**src/rtl/async_sr_conditioner.sv**
```systemverilog
// async_sr_conditioner: synchronises and debounces two push buttons and drives
// clean, mutually exclusive registered S/R pulses into the srgate latch.
module async_sr_conditioner #(
    parameter int SYNC_STAGES     = 2,
    parameter int DEBOUNCE_CYCLES = 4,
    parameter int PULSE_LEN       = 2
) (
    input  logic clk,
    input  logic rst,
    input  logic set_async,
    input  logic reset_async,
    output logic S,
    output logic R,
    output logic set_db,
    output logic reset_db,
    output logic busy,
    output logic conflict
);
    localparam int DW = $clog2(DEBOUNCE_CYCLES + 1);
    localparam int PW = $clog2(PULSE_LEN + 1);
    localparam logic [DW-1:0] DLAST = DW'(DEBOUNCE_CYCLES - 1);
    localparam logic [PW-1:0] PLAST = PW'(PULSE_LEN - 1);

    typedef enum logic [1:0] {IDLE, SET_PULSE, RST_PULSE, HOLDOFF} state_t;

    state_t state, state_n;
    logic [PW-1:0] pcnt, pcnt_n;
    logic [1:0] raw, db, rise;
    logic conflict_n;

    assign raw = {reset_async, set_async};

    // Channel 0 is set, channel 1 is reset.
    generate
        for (genvar i = 0; i < 2; i++) begin : g_ch
            logic [SYNC_STAGES-1:0] chain;
            logic [DW-1:0] cnt;
            logic lvl, lvl_q;
            always_ff @(posedge clk or posedge rst) begin
                if (rst) begin
                    chain <= '0;
                    cnt   <= '0;
                    lvl   <= 1'b0;
                    lvl_q <= 1'b0;
                end else begin
                    chain <= {chain[SYNC_STAGES-2:0], raw[i]};
                    lvl_q <= lvl;
                    if (chain[SYNC_STAGES-1] == lvl) begin
                        cnt <= '0;
                    end else if (cnt == DLAST) begin
                        cnt <= '0;
                        lvl <= ~lvl;
                    end else begin
                        cnt <= cnt + 1'b1;
                    end
                end
            end
            assign db[i]   = lvl;
            assign rise[i] = lvl & ~lvl_q;
        end
    endgenerate

    assign set_db   = db[0];
    assign reset_db = db[1];
    assign busy     = state != IDLE;

    always_comb begin
        state_n    = state;
        pcnt_n     = '0;
        conflict_n = 1'b0;
        case (state)
            IDLE: begin
                if ((rise[0] | rise[1]) & db[0] & db[1]) begin
                    state_n    = HOLDOFF;
                    conflict_n = 1'b1;
                end else if (rise[0] & ~db[1]) begin
                    state_n = SET_PULSE;
                end else if (rise[1] & ~db[0]) begin
                    state_n = RST_PULSE;
                end
            end
            SET_PULSE, RST_PULSE: begin
                pcnt_n  = pcnt == PLAST ? '0 : pcnt + 1'b1;
                state_n = pcnt == PLAST ? IDLE : state;
            end
            HOLDOFF: state_n = (~db[0] & ~db[1]) ? IDLE : HOLDOFF;
            default: state_n = IDLE;
        endcase
    end

    // S/R come straight from flops decoded off the next state, so they cannot glitch.
    always_ff @(posedge clk or posedge rst) begin
        if (rst) begin
            state    <= IDLE;
            pcnt     <= '0;
            S        <= 1'b0;
            R        <= 1'b0;
            conflict <= 1'b0;
        end else begin
            state    <= state_n;
            pcnt     <= pcnt_n;
            S        <= state_n == SET_PULSE;
            R        <= state_n == RST_PULSE;
            conflict <= conflict_n;
        end
    end
endmodule

```
**config.mk**
```make
export PLATFORM = sky130hd
export DESIGN_NAME = async_sr_conditioner
export DESIGN_NICKNAME = d
export VERILOG_FILES = /design/src/rtl/async_sr_conditioner.sv
export SDC_FILE = /design/constraint.sdc
export NUM_CORES = 1
export LEC_CHECK = 0
export ABC_AREA = 0
export CORE_MARGIN = 4
export CORE_UTILIZATION = 47
export CTS_CLUSTER_SIZE = 25
export DETAILED_ROUTE_END_ITERATION = 8
export PLACE_DENSITY = 0.82
export SLEW_MARGIN = 10
export SYNTH_ARGS = -nofsm -noshare
export SYNTH_HDL_FRONTEND = slang
export SYNTH_SLANG_ARGS = --single-unit
```
**constraint.sdc**
```tcl
create_clock -name clk -period 1.3 [get_ports clk]
set_input_delay 0.325 -clock clk [delete_from_list [all_inputs] [get_ports clk]]
set_output_delay 0.325 -clock clk [all_outputs]
set_load 0.02 [all_outputs]
```
==> reports/metrics.yaml <==
placed_design:
  hpwlAfterDp_mm: 1.24
  place_congestion: 0.772
  port_buffers: 9
cells_and_area:
  num-fill-cells: 130
  antenna_cells: 0
  final_cell_mix: "dfrtp_1 (21), buf_4 (11), inv_2 (4), nor3b_1 (4), nor3_1 (4)"
  layout-drive-gt1-share_pct: 47.3
  area_growth_syn_to_layout_pct: 36.2
  layout.nets: 101
  final_common_cell: "dfrtp_1"
  utilization_pct: 68.2
logic_synthesis:
  synth_top_family_by_area: "simple AND/OR/NAND/NOR gates"
  ys_seq_elements: 21
  syn_area_per_cell_um2: 13.3
  muxShareOfSynthArea_pct: 2.60
  synth_xor_area_share_pct: 2.03
  yosysSeqAreaShare_pct: 60.8
  ys_warn_count: 0
  synth_area_um2: 865
  synth-compound-area-share_pct: 12.2
  synthAdderAreaFrac_pct: 7.24
  syn-num-nets: 74
  ys_types: 18
  synthSimpleGateAreaFrac_pct: 13.0
  syn_inst: 65
sta:
  fin_ws_ns: -0.106
  worst_slew_pin_slew_ns: 0.280
  slew_viol_final: 0
  final.min_clock_period_ns: 1.41
  fmax_ghz: 0.711
  rsz0062_at_grt: "true"
  final_hold_viol_count: 0
  period_share_pct: 108
  finClkSkew_ns: 0.00331
  finalSetupViolations: 3
  relSlewSlack_pct: 81.2
  fin_setup_tns_ns: -0.182
die:
  start_util_pct: 50.1
  num_rows: 15
  ios: 10
  core_area_um2: 1730
  die_area_um2: 2590
  die_w_um: 50.9
  dieHeight_um: 50.9
status:
  status: "finished with violations"
  violations: "setup timing"
worst_setup_path:
  critPathLaunchType: "register"
  crit_fanout: 2
  cp-end-kind: "output port"
  worstPathRequired_ns: 0.98
  critPathArrivalTime_ns: 1.08
  crit_type: "reg -> out"
clock_tree:
  insertion_delay_ns: 0.30
  cts_buffers: 3
  h-tree-depth: 1
  clockBufferDepth: 2
  cts_root_buf: "clkbuf_4"
  clk_pin_slew_ns: 0.12
  cts_sinks: 21
  cts_tree: "built"
drt:
  first_pass_iters: 4
  totalWireLength_mm: 1.67
  drc_errors: 0
  vias: 610
  drtIter0Drc: 2
  avgViaCountPerCell: 5.26
  wl_per_cell_um: 14.4
  ant_nets: 0
grt:
  grt_max_degree: 22
  grt_pass1_wl_mm: 2.95
  grt_util_all_layers_pct: 15.8
  antenna_found_initial: 0
  grt-ovfl-total: 0
  grt_pass1_vias: 655
power_and_ir_drop:
  power_leakage_nw: 0.540
  power_density_nw_per_um2: 2530
  ir_drop_v: 0.00148
run:
  drv_cap: 0
min_path:
  hp-class: "in -> async"
critical path, cell delays in order, from the launching register on:
cell	delay [ns]
dfrtp_1	0.42
inv_2	0.09
ha_4	0.13
inv_2	0.03
buf_6	0.12
cells in the mapped netlist (all sizes together):
cell	instances	area, um^2
dfrtp	21	526
a21oi	5	32.5
ha	5	62.6
inv	5	18.8
nor3	4	20.0
nor3b	4	30.0
and2	3	18.8
nor2b	3	18.8
o21a	3	22.5
a21bo	2	20.0
a311oi	2	30.0
mux2	2	22.5
nand2b	2	12.5
xnor2	2	17.5
nand3	1	5.00
or2b	1	7.51
per-stage QoR:
step / power [W] / instance area, um^2 / instances / hold WS (ns) / setup WS [ns]
after floorplan: 0.00183 / 880 / 65 / 0.302 / 0.0110
after global placement: 0.00234 / 1080 / 110 / 0.331 / -0.201
after detailed placement: 0.00244 / 1080 / 110 / 0.336 / -0.244
after CTS: 0.00291 / 1170 / 116 / 0.339 / -0.126
after global routing: 0.00318 / 1180 / 116 / 0.359 / -0.161
final: 0.00297 / 1180 / 116 / 0.332 / -0.106
layer usage:
metal	GRT usage, %	routed length (um)	up-vias
li1	-	-	273
met1	16.2	622	311
met2	30.0	914	16
met3	2.92	55	10
met4	8.07	76	0
met5	0	0	-
final timing paths:
check / startpoint / end / slack [ns] / cells past startpoint
min in group clk: g_ch[0].chain[0]$_DFF_PP0_ / g_ch[0].chain[1]$_DFF_PP0_ / 0.37 / 0
max: state[0]$_DFF_PP0_ / busy / -0.11 / 4
max in group asynchronous: rst / g_ch[0].cnt[0]$_DFF_PP0_ / 0.76 / 3
min: rst / g_ch[1].cnt[0]$_DFF_PP0_ / 0.33 / 3
max reg2reg: state[1]$_DFF_PP0_ / R$_DFF_PP0_ / -0.04 / 6
min reg2reg: g_ch[0].chain[0]$_DFF_PP0_ / g_ch[0].chain[1]$_DFF_PP0_ / 0.37 / 0
area by class of cell:
class | instances | area, um^2 | area share [%]
flip-flops and latches | 21 | 526 | 44.6
clock inverters | 1 | 7.51 | 0.638
clock buffers | 3 | 22.5 | 1.91
inverters | 5 | 18.8 | 1.59
repair buffers | 22 | 171 | 14.6
well taps | 25 | 31.3 | 2.66
multi-input cells | 39 | 400 | 34.0
state kept, by name, indices dropped and copies added (netlist names):
name and flops:
R 1, S 1, conflict 1, g_ch.chain 4
g_ch.cnt 6, g_ch.lvl_q 2, pcnt 2, reset_db 1
set_db 1, state 2
cell families (layout without fill, tap and decap cells):
kind of cell / after synthesis / after routing
buffers and inverters: 5 / 31
XOR/XNOR: 2 / 2
flip-flops: 21 / 21
adder cells (fa/ha/maj): 5 / 5
AND/OR/NAND/NOR: 18 / 18
AO/OA/AOI/OAI: 12 / 12
multiplexers: 2 / 2
where the power goes:
| part | total [W] | switching (W) | internal (W) | leakage (nW) |
|---|---|---|---|---|
| Clock | 0.000314 | 0.000197 | 0.000117 | 0.0139 |
| Sequential | 0.000963 | 0.000111 | 0.000851 | 0.265 |
| Combinational | 0.00170 | 0.000843 | 0.000854 | 0.261 |
what timing repair did:
action / CTS / global route
pin swaps: 3 / 2
gates cloned: 0 / 0
buffers inserted: 2 / 0
hold buffers: 0 / 0
endpoints found under the setup margin: 11 / 12
resized for setup: 29 / 13
Note: power is estimated with default switching activity, not from simulation.
